**src/rtl/serial_shift_ctrl_pkg.sv**
```systemverilog
// serial_shift_ctrl_pkg: shared FSM state type and default word width
package serial_shift_ctrl_pkg;
    typedef enum logic [1:0] {
        IDLE  = 2'b00,
        SHIFT = 2'b01,
        DONE  = 2'b10
    } state_t;
    localparam int DEFAULT_WIDTH = 8;
endpackage

```
**src/rtl/serial_shift_ctrl_bit_counter.sv**
```systemverilog
// shift_bit_counter: counts shifted bits, saturating at WIDTH-1 so it never wraps
// Ports: Clk, Rst (async high), Clr (sync clear), En (count), Tc (count==WIDTH-1)
module shift_bit_counter
    import serial_shift_ctrl_pkg::*;
#(
    parameter int WIDTH = DEFAULT_WIDTH
) (
    input  logic Clk,
    input  logic Rst,
    input  logic Clr,
    input  logic En,
    output logic Tc
);
    localparam int CW = $clog2(WIDTH);
    localparam logic [CW-1:0] LAST = CW'(WIDTH - 1);
    logic [CW-1:0] count;
    always_ff @(posedge Clk or posedge Rst)
        if (Rst) count <= '0;
        else if (Clr) count <= '0;
        else if (En && !Tc) count <= count + CW'(1);
    assign Tc = count == LAST;
endmodule

```
**src/rtl/serial_shift_ctrl.sv**
```systemverilog
// serial_shift_ctrl: full-duplex serial shifter with IDLE/SHIFT/DONE control
// Ports: Clk, Rst (async high), Start/Din (accept in IDLE), SerIn (rx bit),
//        Ready (IDLE), ShiftEn (SHIFT), SerOut (tx bit), Dout (last rx word), Done (1-cycle)
module serial_shift_ctrl
    import serial_shift_ctrl_pkg::*;
#(
    parameter int WIDTH     = DEFAULT_WIDTH,
    parameter bit MSB_FIRST = 1'b1
) (
    input  logic             Clk,
    input  logic             Rst,
    input  logic             Start,
    input  logic [WIDTH-1:0] Din,
    input  logic             SerIn,
    output logic             Ready,
    output logic             ShiftEn,
    output logic             SerOut,
    output logic [WIDTH-1:0] Dout,
    output logic             Done
);
    state_t state;
    logic [WIDTH-1:0] shifter, shifted;
    logic armed, accept, tc;
    // armed stays low through the first edge after reset release so Start is ignored there
    assign accept  = state == IDLE && Start && armed;
    assign shifted = MSB_FIRST ? {shifter[WIDTH-2:0], SerIn} : {SerIn, shifter[WIDTH-1:1]};
    assign SerOut  = ShiftEn & (MSB_FIRST ? shifter[WIDTH-1] : shifter[0]);
    shift_bit_counter #(.WIDTH(WIDTH)) u_cnt (
        .Clk(Clk),
        .Rst(Rst),
        .Clr(accept),
        .En (state == SHIFT),
        .Tc (tc)
    );
    always_ff @(posedge Clk or posedge Rst)
        if (Rst) begin
            state   <= IDLE;
            shifter <= '0;
            Dout    <= '0;
            armed   <= 1'b0;
            Ready   <= 1'b1;
            ShiftEn <= 1'b0;
            Done    <= 1'b0;
        end else begin
            armed <= 1'b1;
            case (state)
                IDLE: if (accept) begin
                    shifter <= Din;
                    state   <= SHIFT;
                    Ready   <= 1'b0;
                    ShiftEn <= 1'b1;
                end
                SHIFT: begin
                    shifter <= shifted;
                    if (tc) begin
                        Dout    <= shifted;
                        state   <= DONE;
                        ShiftEn <= 1'b0;
                        Done    <= 1'b1;
                    end
                end
                default: begin
                    state <= IDLE;
                    Done  <= 1'b0;
                    Ready <= 1'b1;
                end
            endcase
        end
endmodule

```
**config.mk**
```make
export PLATFORM = sky130hd
export DESIGN_NAME = serial_shift_ctrl
export DESIGN_NICKNAME = d
export VERILOG_FILES = /design/src/rtl/serial_shift_ctrl_pkg.sv /design/src/rtl/serial_shift_ctrl_bit_counter.sv /design/src/rtl/serial_shift_ctrl.sv
export SDC_FILE = /design/constraint.sdc
export NUM_CORES = 1
export LEC_CHECK = 0
export CAP_MARGIN = 10
export CORE_MARGIN = 3
export CORE_UTILIZATION = 40
export DETAILED_ROUTE_END_ITERATION = 8
export PLACE_DENSITY = 0.66
export SETUP_SLACK_MARGIN = 0.05
export SKIP_CTS_REPAIR_TIMING = 1
export SLEW_MARGIN = 20
export SYNTH_ARGS = -nofsm -noshare
export SYNTH_HDL_FRONTEND = slang
export SYNTH_HIERARCHICAL = 1
export SYNTH_SLANG_ARGS = --single-unit
```
**constraint.sdc**
```tcl
create_clock -name Clk -period 3.1 [get_ports Clk]
set_input_delay 0.93 -clock Clk [delete_from_list [all_inputs] [get_ports Clk]]
set_output_delay 0.93 -clock Clk [all_outputs]
set_load 0.005 [all_outputs]
```
======== Yosys cells after proc, flatten, opt, wreduce, memory -nomap -nowiden ========
Cells that the tools add are included.
Widths: inputs -> output; s select.
storage, ports and cells
  register bits after elaboration ......... 25
  input bits .............................. 12
  output and inout port bits .............. 12
  word-level logic and storage cells ...... 43
operators by class
  $add $sub $neg .......................... 1
  eq/ne operators ......................... 4
  muxes and demuxes ....................... 14
  bitwise operators ....................... 3
  reductions and logical operators ........ 13
operator list
  cell                 count
  $pmux 8 s2           1
  $reduce_and 2->1     5
  $mux 8               1
  $mux 3               2
  $pmux 1 s2           3
  $mux 1               4
  $mux 2               2
  $ne 2x2->1 const B   2
  $pmux 2 s2           1
  $reduce_bool 2->1    2
  $add 3x1->3 const B  1
  $eq 3x3->1 const B   1
  $logic_and 1x1->1    3
  $reduce_and 3->1     1
  $eq 2x1->1 const B   1
  $logic_not 2->1      1
  $not 1->1            2
  $and 1x1->1          1
  $logic_not 1->1      1

======== Depth between registers and ports, before layout ========
  word-level depth ........................ 5
  mapped depth ............................ 6
  depth with buffers taken out ............ 5

======== Cells and area by module ========
Netlist, hierarchy kept.
by module, submodules not included
  module             instances  cells each  area each (sq um)  seq. area each (sq um)
  serial_shift_ctrl  1          76          991.0              551.8
  shift_bit_counter  1          16          187.7              75.1

======== Worst setup path after synthesis ========
OpenSTA, ideal clock, no wires.
  path kind ............................... input to register
  start ................................... input port Start
  end ..................................... register u_cnt.count[0]
  setup time .............................. 0.125 ns
  data arrival time ....................... 1.835 ns
  path slack .............................. 1.140 ns
  stages .................................. 6
  buffers on the path ..................... 1
  cell sequence ........................... and2_1 > buf_2 > nand2b_1 > nor2_1 > nor2b_1 > mux2_4
between the ends
  longest elaborated chain between the ends .. 3
  elaborated cells between the ends (all ways) .. 4
RTL lines
  element                                      RTL line                             text
  from (decl)                                  serial_shift_ctrl.sv:12              input logic Start,
  $logic_and 1x1->1 (*) (2 in a row)           serial_shift_ctrl.sv:25              assign accept = state == IDLE && Start && armed;
  named net accept                             serial_shift_ctrl.sv:23              logic armed, accept, tc;
  $mux 3 or $reduce_bool 2->1 (tied branches)  -
  to (signal assigned)                         serial_shift_ctrl_bit_counter.sv:20  else if (En && !Tc) count <= count + CW'(1);
  to (decl)                                    serial_shift_ctrl_bit_counter.sv:16  logic [CW-1:0] count;
The timed path passes the listed nets; every way through them passes the cells marked *.
A chain may end at the register's enable or synchronous reset.

======== Final worst setup path ========
  start ................................... register Ready
  end ..................................... output port Ready
RTL lines
  element                 RTL line                 text
  from (decl)             serial_shift_ctrl.sv:15  output logic Ready,
  from (signal assigned)  serial_shift_ctrl.sv:41  Ready <= 1'b1;
  from (signal assigned)  serial_shift_ctrl.sv:50  Ready <= 1'b0;
  from (signal assigned)  serial_shift_ctrl.sv:65  Ready <= 1'b1;
No word-level cell between the ends.

==> out/summary.md <==
TritonCTS created 3 clock buffers. Total of flip-flops plus latches after synthesis: 25. Number of setup violations in the final report: 0. The post-synthesis share of cell area spent on xor and xnor gates is 0. Number of cell rows: 19. The global routing stage identified its most utilized layer as met2.

Clock tree synthesis found a total of 25 sinks. The region available for standard cell placement spans 2781 µm². The dominant combinational cell family by area after synthesis was compound AO/OA/AOI/OAI gates.

The mux contribution to synthesized area works out to 0.1200. TritonCTS built the clock tree. The starting DRC count in detailed routing is 13. The relative slew slack is 0.6122, and the largest clock skew in the final design is 0.008078 ns. The simple-gate share of the synthesized area is 0.1359. Detailed placement ended at an HPWL of 1603 µm. For the initial cell density of the core, the log shows 0.4238. The logs give 0.1935 for the met1 global-route usage and 0.31 ns for the clock latency on the worst-skew pair. The average routed wire per standard cell is 15.50 µm. Setup repair after global routing left no endpoint under its margin.

Along the worst path, the maximum fanout reaches 2. The floorplan step set the die height to 60.28 µm. The number of antenna violations at the first check in global routing is 0, and the slew at the pin closest to its max-slew limit is 0.5817 ns. The final clock period utilization by the worst path is 0.7426, and the number of filler cells placed in the layout is 264. The flow ran to the end, and the final reports show no timing, DRC or antenna violations. The final net count is 131. The library cell used most frequently in the layout, excluding fill and tap cells, is dfrtp_1. The share of post-route cells with drive strength above 1 is 0.1638, and the detailed-routing iteration count for the pre-antenna-repair pass is 2. For the finished layout, the period the worst path requires is 2.302 ns.

The tools report the startpoint class of the critical path as a flop. The total wire length was 2279 µm; the worst-case vdd ir drop was 0.0005076 V. The logs give 1 for the number of levels in the clock H-tree and 0.03456 for the met3 demand-to-capacity share in global routing. The critical path class is flop to output port. The die is 60.28 µm wide.

The floorplan die area is 3634 µm², and the routability congestion estimate is 0.7611. The tools report the endpoint type of the worst setup path as an output port. The count of buffers added on input and output ports is 23.

The tools report the pin count of the biggest net entering global routing as 23. The tools report the count of cell types in the netlist as 27. The kind of cell with the highest combined delay on the critical path was flip-flops. Across the run, the number of max-cap violations was 0.

The run gives 0 as the number of pins exceeding their max-slew limit in the final report. The leakage power summed over all cells was 0.6693 nW. The tools report the sum of negative setup slack as 0 ns.

The routed layout has 775 vias. The total overflow left after global routing is 0. Dividing total power by cell area gives a power density of 898.4 nW/µm².

The share of the synthesized area in compound gates (AO/OA/AOI/OAI) came out at 0.1476. The design draws 0.001308 W. The largest stage delay on the critical path works out to 0.55 ns.

Top-level port count: 24. The type of the tightest min-delay check was flop to flop. The number of hold violations in the final report was 0; the fraction of met2 tracks used by global routing was 0.2253.

The number of vias per cell after detailed routing works out to 5.272. At the worst endpoint, the required time is 2.17 ns. Number of nets with antenna violations after detailed routing: 0. Leading area contributor after synthesis: dfrtp_1. The critical path buffer and inverter count is 1. The largest individual stage delay along the critical path comes from the cell dfstp_2.

The logs give 0.5318 for the sequential cell area fraction in the yosys report and 6 for the number of synthesis warnings. Arithmetic-cell share of the synthesized area counting full adders, half adders and majority gates: 0.02123. The global-route total usage across every layer is 0.1464. The CTS clock-pin slew for the worst setup and hold paths is 0.13 ns. The signal on the critical path passes through clkdlybuf4s50_1. After synthesis, the cell types taking the most area are dfrtp_1 (51%), mux2_4 (10%), o2bb2ai_1 (5.9%), a22oi_1 (5.1%), nor2b_1 (3.7%).

In this run the cell area of the synthesized design comes to 1179 µm². A synthesized cell averages 12.81 µm². After technology mapping, the gate count stands at 92.

The number of nets in the synthesized netlist came out at 106. The clock passes through at most 2 buffers. Area fraction of the dominant cell type after synthesis: 0.5096. Data on the critical path arrives at its endpoint at 1.37 ns. The layout overhead on the synthesized area came out at 23.57%.

In the layout the commonest cells are dfrtp_1 (24), clkdlybuf4s50_1 (23), mux2_4 (8), a22oi_1 (8), o2bb2ai_1 (8). Clock tree root buffer cell: clkbuf_4. For the detailed-route DRC error count, the log shows 0. For this run, the top clock speed supported by timing is 0.4344 GHz. The first global-routing pass estimated 3884 µm of wire. The final antenna diode count came out at 0. The via count of the first global-routing pass is 794.
## sequential cells by signal, summed over array words and instances (netlist names)
signal and flops:
Ready 1, u_cnt/count 3, armed 1, shifter 8, state 2, ShiftEn 1
Dout 8, Done 1
## final timing paths
path	cells past startpoint	startpoint	slack (ns)	to
worst max-delay path	1	Ready	0.80	Ready
worst min-delay path	1	Ready	0.52	Ready
worst max register to register	3	state[0]	1.33	Dout[2]
worst min register to register	1	Ready	0.52	Ready
max in group asynchronous	3	Rst	1.86	Ready
min in group asynchronous	2	Rst	0.78	u_cnt/count[1]
## cell usage after synthesis
library cell  count
nand4bb_1         2
o2bb2ai_1         8
o21ai_1           2
ha_1              2
a21oi_1           1
mux2i_1           1
buf_4             1
clkbuf_1          1
dfrtp_1          24
inv_1             4
nor2_1            2
a22oi_1           8
o21ai_0           2
mux2_2            1
and2_1            2
buf_6             1
a21o_1            1
o21bai_2          1
mux2_4            8
dfstp_2           1
nand2_2           1
nor2b_1           7
buf_2             2
nor2b_4           2
conb_1            1
and2b_1           2
nand2b_1          4
## where the power goes
part / internal [W] / total, W / switching, W
logic: 0.000372 / 0.000558 / 0.000186
clock network: 0.0000502 / 0.000143 / 0.0000927
registers: 0.000476 / 0.000608 / 0.000132
total: 0.000898 / 0.00131 / 0.000411
## per-stage QoR
step                area, µm²  worst slack, ns    util  instances  hold slack (ns)
finish                   1456           0.7980  0.5236        147           0.5215
global route             1456           0.7294  0.5236        147           0.5320
CTS                      1456           0.7748  0.5236        147           0.5254
detailed placement       1430           0.7227  0.5142        143           0.4960
global placement         1430           0.7783  0.5142        143           0.4917
floorplan                1179            1.140       -         92           0.4745
## area by class of cell
| class | instances | area [µm²] | share of cell area |
|---|---|---|---|
| sequential | 25 | 626.9 | 0.4304 |
| multi-input combinational | 58 | 504.2 | 0.3462 |
| timing repair buffer | 25 | 245.2 | 0.1684 |
| tap | 31 | 38.79 | 0.02663 |
| clock buffer | 4 | 26.28 | 0.01804 |
| inverter | 4 | 15.01 | 0.01031 |
## routing by layer
layer,vias up,share of wire
met5,-,0
met4,0,0.0066
met3,2,0.059
met2,17,0.47
met1,385,0.47
li1,371,-
## kinds of logic (layout without fill, tap and decap cells)
logic type	after synthesis	count (layout)
AO/OA/AOI/OAI	23	23
other	1	1
buffers and inverters	9	33
adder cells (fa/ha/maj)	2	2
flip-flops	25	25
AND/OR/NAND/NOR	22	22
multiplexers	10	10
Power figures use the tool's default switching activity.
==> edit 1 (same flow settings) <==
Set the parameter `MSB_FIRST` to 1'b0 (it was 1'b1).
--- a/src/rtl/serial_shift_ctrl.sv
+++ b/src/rtl/serial_shift_ctrl.sv
@@ -7,3 +7,3 @@
     parameter int WIDTH     = DEFAULT_WIDTH,
-    parameter bit MSB_FIRST = 1'b1
+    parameter bit MSB_FIRST = 1'b0
 ) (
Check against the original RTL: not equivalent (a bounded check fails within 4 cycles, from zero or initial values and one cycle with Rst high).
==> edit 1 against the original RTL <==
Setup slack gained 0.012 ns; largest cell class unchanged; design area grew 0.43%; die area grew 0.20%; sequential cell count is the same; non-clock buffer count is the same; area after synthesis grew 0.21%; total power grew 0.42%; routed wire length shrank 3.5%; via count grew 1.2%; maximum frequency grew 0.51%; highest routed layer unchanged.
==> edit 1: results (changes against the original RTL) <==
status = complete, no violations
Fill cells = 248 (-6.1%)
R2R setup slack = 1.33 ns (about the same)
Reg power frac = 46.8% (+0.3 points)
Lkg Pwr = 0.674 nW (+0.64%)
VDD IR max = 0.520 mV (+2.4%)
H-tree Lvls = 1 (unchanged)
dpl hpwl = 1.55 mm (-3.6%)
Initial DRC Count = 19 (+6)
top post-synthesis cells by count = dfrtp_1 (24), nor2b_1 (10), a22oi_1 (8), mux2_4 (8), o2bb2ai_1 (8)
Placement Cell Area = 1440 um2 (+0.35%)
Ys Warns = 6 (unchanged)
Worst-Margin Slew = 0.718 ns (+0.136 ns)
worst hold slack = 0.498 ns (-0.0231 ns)
Gate power share = 42.3% (-0.3 points)
Distinct cells, synth = 25 (-7.4%)
Detailed Routing Iterations Pass 1 = 4 (+2)
minimum clock period = 2.29 ns (-0.0117 ns)
RePlAce Congestion = 0.717 (-5.8%)
HP Start = shifter[0]
Setup crit end = Ready
Avg Inst Size Synth = 12.8 um2 (+0.21%)
Total GRT Usage = 14.1% (-0.56 points)
top_reg_cell synth = dfrtp_1
first-pass GRT wire length = 3.73 mm (-3.9%)
Synth area leaders = dfrtp_1 (51%), mux2_4 (10%), o2bb2ai_1 (5.9%)
Routed WL per cell = 15.0 um (-3.5%)
P_sw = 418 uW (+1.9%)
Vias/cell = 5.33 (+1.2%)
Fin Clk Skew = 0.00596 ns (-0.00212 ns)
crit path max fanout = 2 (unchanged)
Critical R2R Capture = u_cnt/count[0]
hold path endpoint = shifter[0]
Comb power = 556 uW (about the same)
number of global-route vias before repair = 791 (-0.38%)
Setup WS pre-CTS = 0.739 ns (+0.0159 ns)
number of inserted diodes = 0 (unchanged)
Seq/Total Area, Yosys = 53.1% (-0.11 points)
[edit 1: final cells by class]
class / count / area [um2] / area share (%)
timing repair buffer: 25 / 245 / 16.8
sequential: 25 / 627 / 42.9
tap: 31 / 38.8 / 2.65
inverter: 4 / 15.0 / 1.03
clock inverter: 1 / 5.00 / 0.342
multi-input combinational: 58 / 509 / 34.8
clock buffer: 3 / 22.5 / 1.54
[edit 1: logic make-up (layout without fill, tap and decap cells)]
| family | count (synthesis) | in the layout | synth area share, % |
|---|---|---|---|
| flops | 25 | 25 | 53.1 |
| compound gates | 23 | 23 | 15.4 |
| simple gates | 23 | 23 | 14.2 |
| mux | 9 | 9 | 11.1 |
| buf+inv | 9 | 33 | 3.81 |
| fa+ha+maj | 2 | 2 | 2.12 |
| other cells | 1 | 1 | 0.317 |
[edit 1: layer usage]
| metal | wire [um] | track usage, % |
|---|---|---|
| met1 | 1020 | 18.5 |
| met2 | 1060 | 22.8 |
| met3 | 95 | 2.77 |
| met4 | 23 | 5.70 |
| met5 | 0 | 0 |
==> edit 2 (same settings) <==
Made on the original files. The 3 states of `state_t` get a one-hot encoding in 3 bits.
--- a/src/rtl/serial_shift_ctrl_pkg.sv
+++ b/src/rtl/serial_shift_ctrl_pkg.sv
@@ -2,6 +2,6 @@
 package serial_shift_ctrl_pkg;
-    typedef enum logic [1:0] {
-        IDLE  = 2'b00,
-        SHIFT = 2'b01,
-        DONE  = 2'b10
+    typedef enum logic [2:0] {
+        IDLE  = 3'b001,
+        SHIFT = 3'b010,
+        DONE  = 3'b100
     } state_t;
Behaviour: no difference found for any inputs over 10 cycles, from zero or initial values and one cycle with Rst high; not proved beyond that.
==> edit 2 against the original RTL <==
Design area grew 2.3%; largest cell class unchanged; sequential cell count increased by 1; routed wire length decreased by 6.5%; maximum frequency is 1.1% lower; worst hold slack improved by 0.0071 ns; setup slack got worse by 0.026 ns; global-route usage down 1.2 points; area after synthesis is 0.64% higher.
Power is not compared: it rests on default switching activity, and its combinational part moved more than twofold at a synthesized area within 25%.
==> edit 2: results (changes against the original RTL) <==
status = complete, no violations
number of global-route vias before repair = 746 (-6.0%)
WP data arrival = 1.40 ns (+0.03 ns)
syn nets = 103 (-2.8%)
Placement Cell Area = 1440 um2 (+0.53%)
Worst R2R Start = state[0]
Cell Count, Final, Fillers Out = 146 (-0.68%)
Seq/Total Area, Yosys = 55.1% (+1.9 points)
dpl hpwl = 1.52 mm (-4.9%)
biggest regs = Dout x8, shifter x8
Max-slew headroom = 54.5% (-6.7 points)
clock transition at the registers of the reported paths = 0.15 ns (+0.02 ns)
crit path max fanout = 3 (+1)
mux cell area share after synthesis = 11.4% (-0.60 points)
first-pass GRT wire length = 3.57 mm (-8.0%)
vias = 758 (-2.2%)
area fraction in compound gates after synthesis = 12.1% (-2.6 points)
Adder-Cell Fraction of Synth Area = 2.11% (-0.013 points)
share of post-route cells with drive strength above 1 = 24.3% (+8.0 points)
Fin Clk Skew = 0.00887 ns (+0.000787 ns)
placed insts = 142 (-0.70%)
Distinct cells, synth = 29 (+7.4%)
Synth area leaders = dfrtp_1 (51%), mux2_4 (11%), o221a_2 (6.6%)
HP Start = Dout[6]
top post-synthesis cells by count = dfrtp_1 (24), mux2_4 (9), inv_1 (8), o221a_2 (7), nand2b_1 (6)
Async SR Flop Fraction = 100% (unchanged)
Avg Inst Size Synth = 13.3 um2 (+4.0%)
I/O Buffers = 23 (unchanged)
critical path's largest stage delay = 0.58 ns (+0.03 ns)
==> edit 2: kinds of logic (layout without fill, tap and decap cells) <==
kind of cell / Yosys count / in the layout
AND/OR/NAND/NOR: 23 / 23
buffers and inverters: 11 / 37
adder cells (fa/ha/maj): 2 / 2
AO/OA/AOI/OAI: 17 / 17
multiplexers: 9 / 9
flip-flops: 26 / 26
other: 1 / 1
==> edit 2: path summary, 6_finish.rpt <==
path                                  end  depth (start not counted)  slack, ns
max                                 Ready                          1       0.77
min                               Dout[6]                          1       0.53
max reg2reg                u_cnt/count[0]                          5       1.25
min reg2reg                       Dout[6]                          1       0.53
max in group asynchronous         Dout[1]                          3       1.63
min in group asynchronous  u_cnt/count[0]                          2       0.77
==> edit 2: per-layer routing <==
metal,part of all wire (%),track usage (%)
met1,49,18.0
met2,45,20.7
met3,4.6,3.83
met4,1.3,5.57
met5,0,0
==> edit 2: cell type report <==
class	instances	area [um2]
Timing Repair Buffer	24	238
Multi-Input combinational cell	52	472
Clock inverter	1	30.0
Inverter	9	36.3
Clock buffer	3	22.5
Tap cell	31	38.8
Sequential cell	26	653
Fill cell	244	1290
==> edit 2: power by group <==
group	internal (mW)	switching (mW)	leakage [nW]	total, mW
Sequential	0.394	0.0365	0.305	0.430
Combinational	0.102	0.0519	0.314	0.154
Clock	0.131	0.105	0.0279	0.236
==> edit 2: per-stage QoR <==
step / setup slack (ns) / util, %
2_1_floorplan: 1.10 / -
3_3_place_gp: 0.537 / 51.7
3_5_place_dp: 0.485 / 51.7
4_1_cts: 0.750 / 53.6
5_1_grt: 0.708 / 53.6
6_report: 0.772 / 53.6
